## config.mk

```make
export PLATFORM = sky130hd
export DESIGN_NAME = hdr_merge_accum_flat
export DESIGN_NICKNAME = d
export VERILOG_FILES = /design/src/rtl/hdr_merge_accum_pkg.sv /design/src/rtl/hdr_merge_accum_if.sv /design/src/rtl/hdr_merge_accum_weight_mult.sv /design/src/rtl/hdr_merge_accum.sv /design/src/flat_wrapper.sv
export SDC_FILE = /design/constraint.sdc
export NUM_CORES = 1
export LEC_CHECK = 0
export CORE_MARGIN = 2
export CORE_UTILIZATION = 45
export DETAILED_ROUTE_END_ITERATION = 10
export HOLD_SLACK_MARGIN = 0.08
export PLACE_DENSITY_LB_ADDON = 0.15
export SYNTH_ARGS = -nofsm -noshare
export SYNTH_HDL_FRONTEND = slang
export SYNTH_HIERARCHICAL = 1
export SYNTH_SLANG_ARGS = --single-unit
export TNS_END_PERCENT = 5
```

## constraint.sdc

```tcl
create_clock -name clk -period 16.35 [get_ports clk]
set_input_delay 4.905 -clock clk [delete_from_list [all_inputs] [get_ports clk]]
set_output_delay 4.905 -clock clk [all_outputs]
set_load 0.05 [all_outputs]
```

## src/rtl/hdr_merge_accum_pkg.sv

```systemverilog
// Shared HDR merge definitions: widths, weight constants, hat weight,
// FSM state type and the divider operand bundle.
package hdr_pkg;

  localparam int PIX_W  = 8;
  localparam int GAIN_W = 16;
  localparam int N_EXP  = 3;
  localparam int OUT_W  = 36;
  localparam int PROD_W = 2 * PIX_W + GAIN_W;

  localparam logic [PIX_W-1:0] PIX_MAX = '1;
  localparam logic [PIX_W-1:0] PIX_MID = PIX_MAX >> 1;

  typedef enum logic {
    ST_IDLE  = 1'b0,
    ST_ACCUM = 1'b1
  } state_t;

  // Operand pair handed to div_36bit consumers.
  typedef struct packed {
    logic [OUT_W-1:0] num;
    logic [OUT_W-1:0] den;
  } div_operand_t;

  // Hat weight: rises with z up to the mid code, then falls to 0 at full scale.
  function automatic logic [PIX_W-1:0] hat_weight(input logic [PIX_W-1:0] z);
    return (z <= PIX_MID) ? z : (PIX_MAX - z);
  endfunction

endpackage

```

## src/rtl/hdr_merge_accum_if.sv

```systemverilog
// Pixel-in / divider-out bundle for hdr_merge_accum.
// Handshake: pix_valid has no ready, every valid sample is consumed on the
// clock edge; div_valid and tuple_err are single-cycle strobes with no
// backpressure, div_num/div_den are meaningful while div_valid is high and
// hold their last values otherwise.
interface hdr_merge_accum_if #(
  parameter int PIX_W  = hdr_pkg::PIX_W,
  parameter int GAIN_W = hdr_pkg::GAIN_W,
  parameter int N_EXP  = hdr_pkg::N_EXP,
  parameter int OUT_W  = hdr_pkg::OUT_W
);
  import hdr_pkg::*;

  logic                    pix_valid;
  logic                    pix_first;
  logic [PIX_W-1:0]        pix_data;
  logic [N_EXP*GAIN_W-1:0] gain;
  logic                    div_valid;
  logic [OUT_W-1:0]        div_num;
  logic [OUT_W-1:0]        div_den;
  logic                    tuple_err;
  state_t                  dbg_state;

  modport master (
    output pix_valid, pix_first, pix_data, gain,
    input  div_valid, div_num, div_den, tuple_err, dbg_state
  );

  modport slave (
    input  pix_valid, pix_first, pix_data, gain,
    output div_valid, div_num, div_den, tuple_err, dbg_state
  );

endinterface

```

## src/rtl/hdr_merge_accum_weight_mult.sv

```systemverilog
// Combinational hat weight and w*z*gain product, kept on its own so the
// multiplier maps cleanly onto DSP blocks ahead of the S1 registers.
module hdr_weight_mult #(
  parameter int PIX_W  = hdr_pkg::PIX_W,
  parameter int GAIN_W = hdr_pkg::GAIN_W,
  parameter int PROD_W = 2 * PIX_W + GAIN_W
) (
  input  logic [PIX_W-1:0]  z,
  input  logic [GAIN_W-1:0] gain_sel,
  output logic [PIX_W-1:0]  w,
  output logic [PROD_W-1:0] p
);
  localparam logic [PIX_W-1:0] Z_MAX = '1;
  localparam logic [PIX_W-1:0] Z_MID = Z_MAX >> 1;

  // Weight the sample, then scale by its value and the exposure gain.
  always_comb begin
    w = (z <= Z_MID) ? z : (Z_MAX - z);
    p = PROD_W'(w) * PROD_W'(z) * PROD_W'(gain_sel);
  end

endmodule

```

## src/rtl/hdr_merge_accum.sv

```systemverilog
// HDR merge accumulator: frames N_EXP serial exposures per pixel, weights
// and gains each sample (S1), accumulates numerator/denominator (S2) and
// strobes one divider operand pair per pixel. Never stalls.
module hdr_merge_accum #(
  parameter int PIX_W  = hdr_pkg::PIX_W,
  parameter int GAIN_W = hdr_pkg::GAIN_W,
  parameter int N_EXP  = hdr_pkg::N_EXP,
  parameter int OUT_W  = hdr_pkg::OUT_W
) (
  input logic              clk,
  input logic              rst_n,
  hdr_merge_accum_if.slave bus
);
  import hdr_pkg::*;

  localparam int IDX_W = (N_EXP > 1) ? $clog2(N_EXP) : 1;
  localparam int P_W   = 2 * PIX_W + GAIN_W;
  localparam logic [PIX_W-1:0] Z_MAX = '1;
  localparam logic [IDX_W-1:0] IDX_LAST = IDX_W'(N_EXP - 1);

  state_t           state_q, state_d;
  logic [IDX_W-1:0] idx_q, idx_d, idx_use;
  logic             accept, last, err;

  logic [GAIN_W-1:0] gain_sel;
  logic [PIX_W-1:0]  w_c;
  logic [P_W-1:0]    p_c;

  logic             s1_valid, s1_first, s1_last, s1_sat;
  logic [PIX_W-1:0] s1_w;
  logic [P_W-1:0]   s1_p;
  logic [IDX_W-1:0] s1_idx;

  logic [OUT_W-1:0] acc_num, acc_den, num_sum, den_sum, fb_num;
  logic             acc_sat, sat_sum;

  logic             div_valid_q, tuple_err_q;
  logic [OUT_W-1:0] div_num_q, div_den_q;

  // Framing state register.
  always_ff @(posedge clk) begin
    if (!rst_n) begin
      state_q <= ST_IDLE;
      idx_q   <= '0;
    end else begin
      state_q <= state_d;
      idx_q   <= idx_d;
    end
  end

  // Framing decode: a first sample always (re)starts at exposure 0, a
  // non-first sample is only taken inside an open tuple.
  always_comb begin
    state_d = state_q;
    idx_d   = idx_q;
    idx_use = idx_q;
    accept  = 1'b0;
    err     = 1'b0;
    if (bus.pix_valid) begin
      if (bus.pix_first) begin
        accept  = 1'b1;
        idx_use = '0;
        err     = (state_q == ST_ACCUM);
      end else if (state_q == ST_ACCUM) begin
        accept = 1'b1;
      end else begin
        err = 1'b1;
      end
    end
    last = accept && (idx_use == IDX_LAST);
    if (accept) begin
      if (last) begin
        state_d = ST_IDLE;
        idx_d   = '0;
      end else begin
        state_d = ST_ACCUM;
        idx_d   = idx_use + 1'b1;
      end
    end
  end

  assign gain_sel = bus.gain[int'(idx_use)*GAIN_W +: GAIN_W];

  hdr_weight_mult #(
    .PIX_W  (PIX_W),
    .GAIN_W (GAIN_W),
    .PROD_W (P_W)
  ) u_weight_mult (
    .z        (bus.pix_data),
    .gain_sel (gain_sel),
    .w        (w_c),
    .p        (p_c)
  );

  // S1: register weight, product and per-sample tags.
  always_ff @(posedge clk) begin
    if (!rst_n) begin
      s1_valid    <= 1'b0;
      s1_first    <= 1'b0;
      s1_last     <= 1'b0;
      s1_sat      <= 1'b0;
      s1_w        <= '0;
      s1_p        <= '0;
      s1_idx      <= '0;
      tuple_err_q <= 1'b0;
    end else begin
      s1_valid    <= accept;
      s1_first    <= accept && (idx_use == '0);
      s1_last     <= last;
      s1_sat      <= (bus.pix_data == Z_MAX);
      s1_w        <= w_c;
      s1_p        <= p_c;
      s1_idx      <= idx_use;
      tuple_err_q <= err;
    end
  end

  // Exposure 0 ignores whatever partial sums are left, which is how an
  // aborted tuple is discarded without an extra clear cycle.
  always_comb begin
    num_sum = (s1_first ? '0 : acc_num) + OUT_W'(s1_p);
    den_sum = (s1_first ? '0 : acc_den) + OUT_W'(s1_w);
    sat_sum = s1_sat | (~s1_first & acc_sat);
    fb_num  = OUT_W'(Z_MAX) * OUT_W'(bus.gain[(N_EXP-1)*GAIN_W +: GAIN_W]);
  end

  // S2: accumulate, apply zero-weight fallback and register the outputs.
  always_ff @(posedge clk) begin
    if (!rst_n) begin
      acc_num     <= '0;
      acc_den     <= '0;
      acc_sat     <= 1'b0;
      div_valid_q <= 1'b0;
      div_num_q   <= '0;
      div_den_q   <= '0;
    end else begin
      div_valid_q <= 1'b0;
      if (s1_valid) begin
        if (s1_last) begin
          acc_num     <= '0;
          acc_den     <= '0;
          acc_sat     <= 1'b0;
          div_valid_q <= 1'b1;
          if (den_sum == '0) begin
            div_num_q <= sat_sum ? fb_num : '0;
            div_den_q <= OUT_W'(1);
          end else begin
            div_num_q <= num_sum;
            div_den_q <= den_sum;
          end
        end else begin
          acc_num <= num_sum;
          acc_den <= den_sum;
          acc_sat <= sat_sum;
        end
      end
    end
  end

  assign bus.div_valid = div_valid_q;
  assign bus.div_num   = div_num_q;
  assign bus.div_den   = div_den_q;
  assign bus.tuple_err = tuple_err_q;
  assign bus.dbg_state = state_q;

endmodule

```

## src/flat_wrapper.sv

```systemverilog
// flat-port wrapper written by rule: the top's interface ports become plain ports
module hdr_merge_accum_flat import hdr_pkg::*;
#(
  parameter int PIX_W  = hdr_pkg::PIX_W,
  parameter int GAIN_W = hdr_pkg::GAIN_W,
  parameter int N_EXP  = hdr_pkg::N_EXP,
  parameter int OUT_W  = hdr_pkg::OUT_W
)
  (clk, rst_n, bus_pix_valid, bus_pix_first, bus_pix_data, bus_gain, bus_div_valid, bus_div_num, bus_div_den, bus_tuple_err, bus_dbg_state);
  hdr_merge_accum_if #(.PIX_W(PIX_W), .GAIN_W(GAIN_W), .N_EXP(N_EXP), .OUT_W(OUT_W)) bus_i ();
  input logic clk;
  input logic rst_n;
  input wire logic [$bits(bus_i.pix_valid)-1:0] bus_pix_valid;
  input wire logic [$bits(bus_i.pix_first)-1:0] bus_pix_first;
  input wire logic [$bits(bus_i.pix_data)-1:0] bus_pix_data;
  input wire logic [$bits(bus_i.gain)-1:0] bus_gain;
  output wire logic [$bits(bus_i.div_valid)-1:0] bus_div_valid;
  output wire logic [$bits(bus_i.div_num)-1:0] bus_div_num;
  output wire logic [$bits(bus_i.div_den)-1:0] bus_div_den;
  output wire logic [$bits(bus_i.tuple_err)-1:0] bus_tuple_err;
  output wire logic [$bits(bus_i.dbg_state)-1:0] bus_dbg_state;
  assign bus_i.pix_valid = bus_pix_valid;
  assign bus_i.pix_first = bus_pix_first;
  assign bus_i.pix_data = bus_pix_data;
  assign bus_i.gain = bus_gain;
  assign bus_div_valid = bus_i.div_valid;
  assign bus_div_num = bus_i.div_num;
  assign bus_div_den = bus_i.div_den;
  assign bus_tuple_err = bus_i.tuple_err;
  assign bus_dbg_state = bus_i.dbg_state;
  hdr_merge_accum #(.PIX_W(PIX_W), .GAIN_W(GAIN_W), .N_EXP(N_EXP), .OUT_W(OUT_W)) u_core (.clk(clk), .rst_n(rst_n), .bus(bus_i));
endmodule
```

==> results of run 1 <==
-- how the worst min path moves through the flow --
stage                      startpoint                endpoint  slack [ns]  cells past startpoint
6_report        u_core/bus.div_den[8]   u_core/bus.div_den[8]        0.45                      2
5_1_grt        u_core/bus.div_den[25]  u_core/bus.div_den[25]        0.47                      2
4_1_cts         u_core/bus.div_den[8]   u_core/bus.div_den[8]        0.46                      2
3_5_place_dp    u_core/bus.div_den[8]   u_core/bus.div_den[8]        0.44                      2
3_3_place_gp   u_core/bus.div_den[16]  u_core/bus.div_den[16]        0.44                      2
2_1_floorplan      u_core/acc_num[31]      u_core/acc_num[31]        0.45                      2
-- final cells by class --
cell class	count	area, sq um
Tap cell	688	860.8
Sequential cell	194	3885
Clock inverter	9	130.1
Inverter	456	1712
Multi-Input combinational cell	2017	17850
Antenna cell	1	2.502
Timing Repair Buffer	164	1562
Clock buffer	22	454.2
Fill cell	4987	25990
-- logic make-up (layout without fill, tap and decap cells) --
logic type / Yosys count / count (layout) / share of synthesized area
compound gates: 467 / 467 / 0.1375
flops: 194 / 194 / 0.1628
buf+inv: 561 / 651 / 0.09009
other cells: 0 / 1 / 0
mux: 5 / 5 / 0.002150
fa+ha+maj: 534 / 534 / 0.3747
simple gates: 892 / 892 / 0.1891
xor+xnor: 119 / 119 / 0.04368
-- cell usage in the layout (no fill, tap or decap), types with 38 or more instances in the layout --
cell	Yosys	layout
nor2_1	179	178
ha_1	233	233
nor3_1	38	38
clkdlybuf4s50_1	0	133
nand3_1	49	49
o21ai_0	82	82
dfxtp_1	194	193
nor2b_1	94	94
fa_1	301	301
xor2_1	52	52
a21oi_1	122	122
inv_1	456	454
xnor2_1	67	67
and2_1	180	180
nand2_1	248	246
-- flip-flops by register name, summed over array words and instances, names as in the netlist --
| signal | cells |
|---|---|
| u_core/s1_w | 8 |
| u_core/bus.div_num | 36 |
| u_core/acc_sat | 1 |
| u_core/acc_den | 36 |
| u_core/s1_first | 1 |
| u_core/acc_num | 36 |
| u_core/s1_last | 1 |
| u_core/bus.tuple_err | 1 |
| u_core/s1_sat | 1 |
| u_core/s1_valid | 1 |
| u_core/bus.div_den | 36 |
| u_core/idx_q | 2 |
| u_core/bus.dbg_state | 1 |
| u_core/bus.div_valid | 1 |
| u_core/s1_p | 32 |
-- critical path, delay by kind of cell --
family          cells  cell delay (ns)
fa+ha+maj          14             6.32
compound gates      7             1.13
xor+xnor            1             0.14
simple gates        9             1.60
buf+inv            13             1.77
-- per-stage QoR --
step | util | area [sq um]
floorplan | - | 23860
global placement | 0.4932 | 25870
detailed placement | 0.4932 | 25870
CTS | 0.5044 | 26450
global route | 0.5044 | 26450
finish | 0.5044 | 26460
-- per-layer routing --
| layer | up-vias | share of wire | track usage |
|---|---|---|---|
| li1 | 9152 | - | - |
| met1 | 9386 | 0.44 | 0.3126 |
| met2 | 505 | 0.49 | 0.4253 |
| met3 | 113 | 0.038 | 0.02468 |
| met4 | 0 | 0.034 | 0.09118 |
| met5 | - | 0 | 0 |
==> results.json, run 1 <==
{
  "drt-initial-drc-count": 1248,
  "crit_slowest_cell": "clkdlybuf4s50_1",
  "reg2reg_depth": 24,
  "hp-class": "register to register",
  "yosysMostFrequentCell": "inv_1",
  "die-area_sq_mm": 0.05488,
  "cp.arrival_ns": 15.88,
  "wl_per_cell_microns": 18.66,
  "yosysTopAreaCell": "fa_1",
  "clock-root-buffer": "clkbuf_16",
  "grt.overflow.total": 0,
  "synthTopCellsByArea": "fa_1 (25%), dfxtp_1 (16%), ha_1 (12%)",
  "cts.path.max_buffers": 2,
  "clk_latency_ns": 0.45,
  "grt_use_total": 0.2442,
  "avgViaCountPerCell": 5.395,
  "post_synth.cell_area_avg_sq_um": 8.608,
  "hpwl_microns": 53050,
  "synth_seq_area_share": 0.1628,
  "synth_fp_nets": 3366,
  "io_pins": 135,
  "row_count": 84,
  "reg2reg_from": "u_core/idx_q[1]",
  "cp-startpoint": "bus_pix_data[7]",
  "synthArstFlopShare": 0,
  "start_util": 0.4550,
  "synth_edf_count": 0,
  "antenna_found_initial": 0,
  "core_sq_mm": 0.05245,
  "die_y_microns": 234.3,
  "drt-total-wl_microns": 66260,
  "ctsResizeCount": 0,
  "die_width_microns": 234.3,
  "synth_seq_cells": 194,
  "crit_fanout": 16,
  "finalHoldViolCount": 0,
  "post_cts_buffers": 0,
  "critPathMostFrequentCell": "fa_1",
  "min_period_ns": 15.53,
  "netlist_instances": 2772,
  "syn_to_final_growth_pct": 10.88,
  "startpoint_type": "primary input",
  "slowest_delay_ns": 0.63,
  "synthDistinctLibCells": 87,
  "first_global_vias": 19610,
  "maxSlewViolCount": 0,
  "clk_pin_slew_worst_paths_ns": 0.07,
  "cap_violations": 0,
  "whs_ns": 0.4527,
  "end_kind": "register",
  "fin_crit_sh": 0.9498,
  "crit_path_end": "u_core/s1_p[28]",
  "cts_sinks": 194,
  "firstDrtPassIters": 7,
  "placed_cells": 3519,
  "final-setup-viol-count": 0,
  "synthTopCellsByCount": "inv_1 (456), fa_1 (301), nand2_1 (248), ha_1 (233), dfxtp_1 (194)",
  "nNetsFinal": 3444,
  "postLayoutSetupSlackWorst_ns": 0.8200,
  "synthesis.area_sq_mm": 0.02386,
  "slew_headroom": 0.2652,
  "drtAntennaViolNets": 0,
  "synth_top_area_frac": 0.2525,
  "synth_ff_type": "dfxtp_1",
  "cts_tree": "yes",
  "cts_buffers": 17,
  "synth_warnings": 6,
  "rsz0062_at_grt": "no",
  "required_ns": 16.70,
  "status": "completed",
  "pre_cts_slack_ns": 0.3647,
  "ff2ff_setup_slack_ns": 8.89,
  "worst_pin_slew_ns": 1.088,
  "tns_ns": 0,
  "fmax_ghz": 0.06439,
  "grt_pass1_wl_microns": 104400,
  "drcViolationCount": 0,
  "portBuffers": 134,
  "cts_htree_levels": 4,
  "hold_buffers": 0,
  "final_cells": 3551,
  "gp_congestion": 0.8966,
  "drive_gt1_frac": 0.04368,
  "critPathKind": "primary input to register",
  "num_vias": 19160,
  "skew_ns": 0.01451,
  "reg2reg_to": "u_core/s1_p[29]",
  "grt_max_degree": 76
}
Power of run 1 is not shown: default switching activity piles up to over one toggle a cycle in this logic, so the estimate is an artifact.
==> run 2, diff against run 1 <==
CTS_BUF_LIST = sky130_fd_sc_hd__clkbuf_2   (was not set)
CTS_CLUSTER_SIZE = 40   (was not set)
==> results.json, run 2 (same netlist as run 1, synthesis figures left out) <==
{
  "status": "completed",
  "start_util": 0.4550,
  "hp-class": "register to register",
  "placed_area_sq_mm": 0.02587,
  "hold_buffers": 0,
  "cts_buffers": 17,
  "avgViaCountPerCell": 5.383,
  "hold-path-endpoint": "u_core/bus.div_den[13]",
  "final_cell_mix": "inv_1 (454), fa_1 (301), nand2_1 (246), ha_1 (233), dfxtp_1 (193)",
  "drt-initial-drc-count": 1190,
  "reg2reg_depth": 24,
  "gp_congestion": 0.8966,
  "nNetsFinal": 3444,
  "cp_top_family": "adder cells",
  "antenna_found_initial": 1,
  "final-setup-viol-count": 0,
  "final_cells": 3552,
  "cp.arrival_ns": 15.88,
  "die_width_microns": 234.3,
  "hpwl_microns": 53050,
  "final_common_cell": "inv_1",
  "row_count": 84,
  "postLayoutSetupSlackWorst_ns": 1.232,
  "hold_depth": 2,
  "slowest_delay_ns": 0.62,
  "core_sq_mm": 0.05245,
  "slew_headroom": 0.2501,
  "crit_cells": 44,
  "cts_htree_levels": 4,
  "reg2reg_from": "u_core/idx_q[1]",
  "drtAntennaViolNets": 0,
  "crit_slowest_cell": "clkdlybuf4s50_1",
  "ctsResizeCount": 0,
  "die_y_microns": 234.3,
  "fin_crit_sh": 0.9246,
  "drive_gt1_frac": 0.04472,
  "cp-startpoint": "bus_pix_data[7]",
  "clk_pin_slew_worst_paths_ns": 0.24,
  "startpoint_type": "primary input",
  "cap_violations": 0,
  "finalHoldViolCount": 0,
  "drcViolationCount": 0,
  "first_global_vias": 19560,
  "syn_to_final_growth_pct": 9.439,
  "cts.path.max_buffers": 2,
  "worst_pin_slew_ns": 1.110,
  "ff2ff_setup_slack_ns": 8.85,
  "final_area_sq_mm": 0.02611,
  "critPathMostFrequentCell": "fa_1",
  "required_ns": 17.11,
  "holdCritStartpoint": "u_core/bus.div_den[13]",
  "io_pins": 135,
  "path_buf_inv": 13,
  "rsz0062_at_grt": "no",
  "portBuffers": 134,
  "clk_latency_ns": 0.85,
  "tns_ns": 0,
  "grt_pass1_wl_microns": 104100,
  "cts_sinks": 194,
  "pre_cts_slack_ns": 0.3647,
  "fmax_ghz": 0.06615,
  "maxSlewViolCount": 0,
  "cts_tree": "yes",
  "skew_ns": 0.06312,
  "crit_fanout": 16,
  "firstDrtPassIters": 7,
  "critPathKind": "primary input to register",
  "grt_use_total": 0.2437,
  "placed_cells": 3519,
  "min_period_ns": 15.12,
  "reg2reg_to": "u_core/s1_p[29]",
  "num_vias": 19120,
  "grt.overflow.total": 0,
  "clock-root-buffer": "clkbuf_2",
  "post_cts_buffers": 0,
  "die-area_sq_mm": 0.05488,
  "end_kind": "register",
  "grt_max_degree": 76,
  "wl_per_cell_microns": 18.65,
  "drt-total-wl_microns": 66250
}
[run 2: area by class of cell]
| type | count | area (sq um) |
|---|---|---|
| Antenna cell | 2 | 5.005 |
| Clock buffer | 21 | 105.1 |
| Clock inverter | 10 | 133.9 |
| Fill cell | 5031 | 26330 |
| Inverter | 456 | 1712 |
| Multi-Input combinational cell | 2017 | 17850 |
| Sequential cell | 194 | 3885 |
| Tap cell | 688 | 860.8 |
| Timing Repair Buffer | 164 | 1562 |
[run 2: metrics by stage]
stage,util,hold WS (ns)
CTS,0.4978,0.4801
floorplan,-,0.4473
global route,0.4979,0.4932
detailed placement,0.4932,0.4428
finish,0.4979,0.4768
global placement,0.4932,0.4361
[run 2: worst max path at each step]
| stage | endpoint | slack [ns] |
|---|---|---|
| floorplan | u_core/s1_p[29] | 1.17 |
| global placement | u_core/s1_p[28] | 0.53 |
| detailed placement | u_core/s1_p[28] | 0.36 |
| CTS | u_core/s1_p[28] | 1.34 |
| global route | u_core/s1_p[28] | 0.77 |
| finish | u_core/s1_p[28] | 1.23 |
[run 2: metal layers]
layer	track usage	up-vias	part of all wire	wire, microns
met4	0.08742	0	0.032	2113
met1	0.3128	9392	0.44	29100
met3	0.02468	101	0.037	2435
li1	-	9152	-	-
met5	0	-	0	0
met2	0.4251	476	0.49	32600
[run 2: worst min-delay path, cell delays in order, from the launching register on]
cell and delay (ns):
dfxtp_1 0.37, nand2_1 0.04, o21ai_0 0.06
Power of run 2 is left out for the same reason.
==> run 3, diff against run 2 <==
REMOVE_ABC_BUFFERS = 1   (was not set)
==> results.json, run 3 (same netlist as run 1, synthesis figures left out) <==
{
  "clk_latency_ns": 0.79,
  "hpwl_microns": 48680,
  "die_width_microns": 234.3,
  "status": "completed",
  "grt.overflow.total": 0,
  "antenna_found_initial": 2,
  "drcViolationCount": 0,
  "die_y_microns": 234.3,
  "syn_to_final_growth_pct": 9.156,
  "drive_gt1_frac": 0.04375,
  "startpoint_type": "primary input",
  "fin_crit_sh": 0.9389,
  "grt_max_degree": 74,
  "gp_congestion": 0.8754,
  "rsz0062_at_grt": "no",
  "cts_htree_levels": 4,
  "num_vias": 19030,
  "slowest_delay_ns": 0.60,
  "hold_buffers": 0,
  "crit_fanout": 16,
  "finalHoldViolCount": 0,
  "critPathKind": "primary input to register",
  "end_kind": "register",
  "drt-total-wl_microns": 62660,
  "tns_ns": 0,
  "cap_violations": 0,
  "slew_headroom": 0.1504,
  "firstDrtPassIters": 7,
  "portBuffers": 134,
  "cts_buffers": 17,
  "min_period_ns": 15.35,
  "wl_per_cell_microns": 17.67,
  "core_sq_mm": 0.05245,
  "final_cell_mix": "inv_1 (454), fa_1 (301), nand2_1 (246), ha_1 (233), dfxtp_1 (193)",
  "fmax_ghz": 0.06514,
  "avgViaCountPerCell": 5.367,
  "cts.path.max_buffers": 2,
  "first_global_vias": 19450,
  "fillers": 5041,
  "clock-root-buffer": "clkbuf_2",
  "grt_pass1_wl_microns": 102100,
  "hp-class": "register to register",
  "cp.arrival_ns": 16.07,
  "final-setup-viol-count": 0,
  "final_common_cell": "inv_1",
  "row_count": 84,
  "start_util": 0.4550,
  "clk_pin_slew_worst_paths_ns": 0.27,
  "ctsResizeCount": 0,
  "grt_use_total": 0.2351,
  "post_cts_buffers": 0,
  "io_pins": 135,
  "drtAntennaViolNets": 0,
  "critPathMostFrequentCell": "fa_1",
  "die-area_sq_mm": 0.05488,
  "nNetsFinal": 3438,
  "required_ns": 17.07,
  "maxSlewViolCount": 0,
  "worst_pin_slew_ns": 1.272,
  "crit_slowest_cell": "clkdlybuf4s50_1",
  "skew_ns": 0.04068,
  "drt-initial-drc-count": 1081,
  "cts_sinks": 194,
  "cts_tree": "yes"
}
[run 3: cell count changes in the layout (fill, tap and decap cells not counted), moves of 2 or more]
cell	delta
clkinv_4	+2
bufinv_16	-3
inv_6	+5
clkbuf_2	-4
buf_4	-6
clkinv_2	-2
inv_8	+2
[run 3: final timing paths]
check	slack, ns	endpoint	depth (start not counted)	from
worst max register to register	8.59	u_core/s1_p[29]	22	u_core/idx_q[1]
worst min-delay path	0.48	u_core/bus.div_den[19]	2	u_core/bus.div_den[19]
worst max-delay path	1.0	u_core/s1_p[29]	41	bus_pix_data[7]
worst min register to register	0.48	u_core/bus.div_den[19]	2	u_core/bus.div_den[19]
[run 3: layout make-up]
class	count	area, sq um	share of cell area
clock buffer	17	85.08	0.003267
multi-input combinational	2017	17860	0.6857
timing repair buffer	158	1516	0.05822
clock inverter	15	125.1	0.004804
antenna	1	2.502	0.00009608
inverter	456	1712	0.06572
tap	688	860.8	0.03305
sequential	194	3885	0.1492
[run 3: routing by layer]
layer / up-vias / track usage / part of all wire
met1: 9398 / 0.3101 / 0.45
met5: - / 0 / 0
met4: 0 / 0.06171 / 0.021
met2: 413 / 0.4043 / 0.49
li1: 9133 / - / -
met3: 86 / 0.03247 / 0.046
[run 3: critical path: cells and delay by family]
family	cells	cell delay (ns)
xor gates and xnor gates	1	0.14
adders and majority gates	14	6.32
buffers and inverters	10	1.34
and+or+nand+nor	10	2.08
AOI/OAI and AO/OA	6	1.28
[run 3: per-stage QoR]
stage / hold WS (ns) / utilization / setup WS, ns / cells / area (sq um)
floorplan: 0.4471 / - / 1.194 / 2667 / 23420
global placement: 0.4348 / 0.4926 / 0.5228 / 3513 / 25830
detailed placement: 0.4458 / 0.4926 / 0.2488 / 3513 / 25830
CTS: 0.4807 / 0.4966 / 1.178 / 3545 / 26040
global route: 0.4978 / 0.4966 / 0.5526 / 3546 / 26050
finish: 0.4814 / 0.4966 / 0.9987 / 3546 / 26050
Power of run 3 is left out for the same reason.
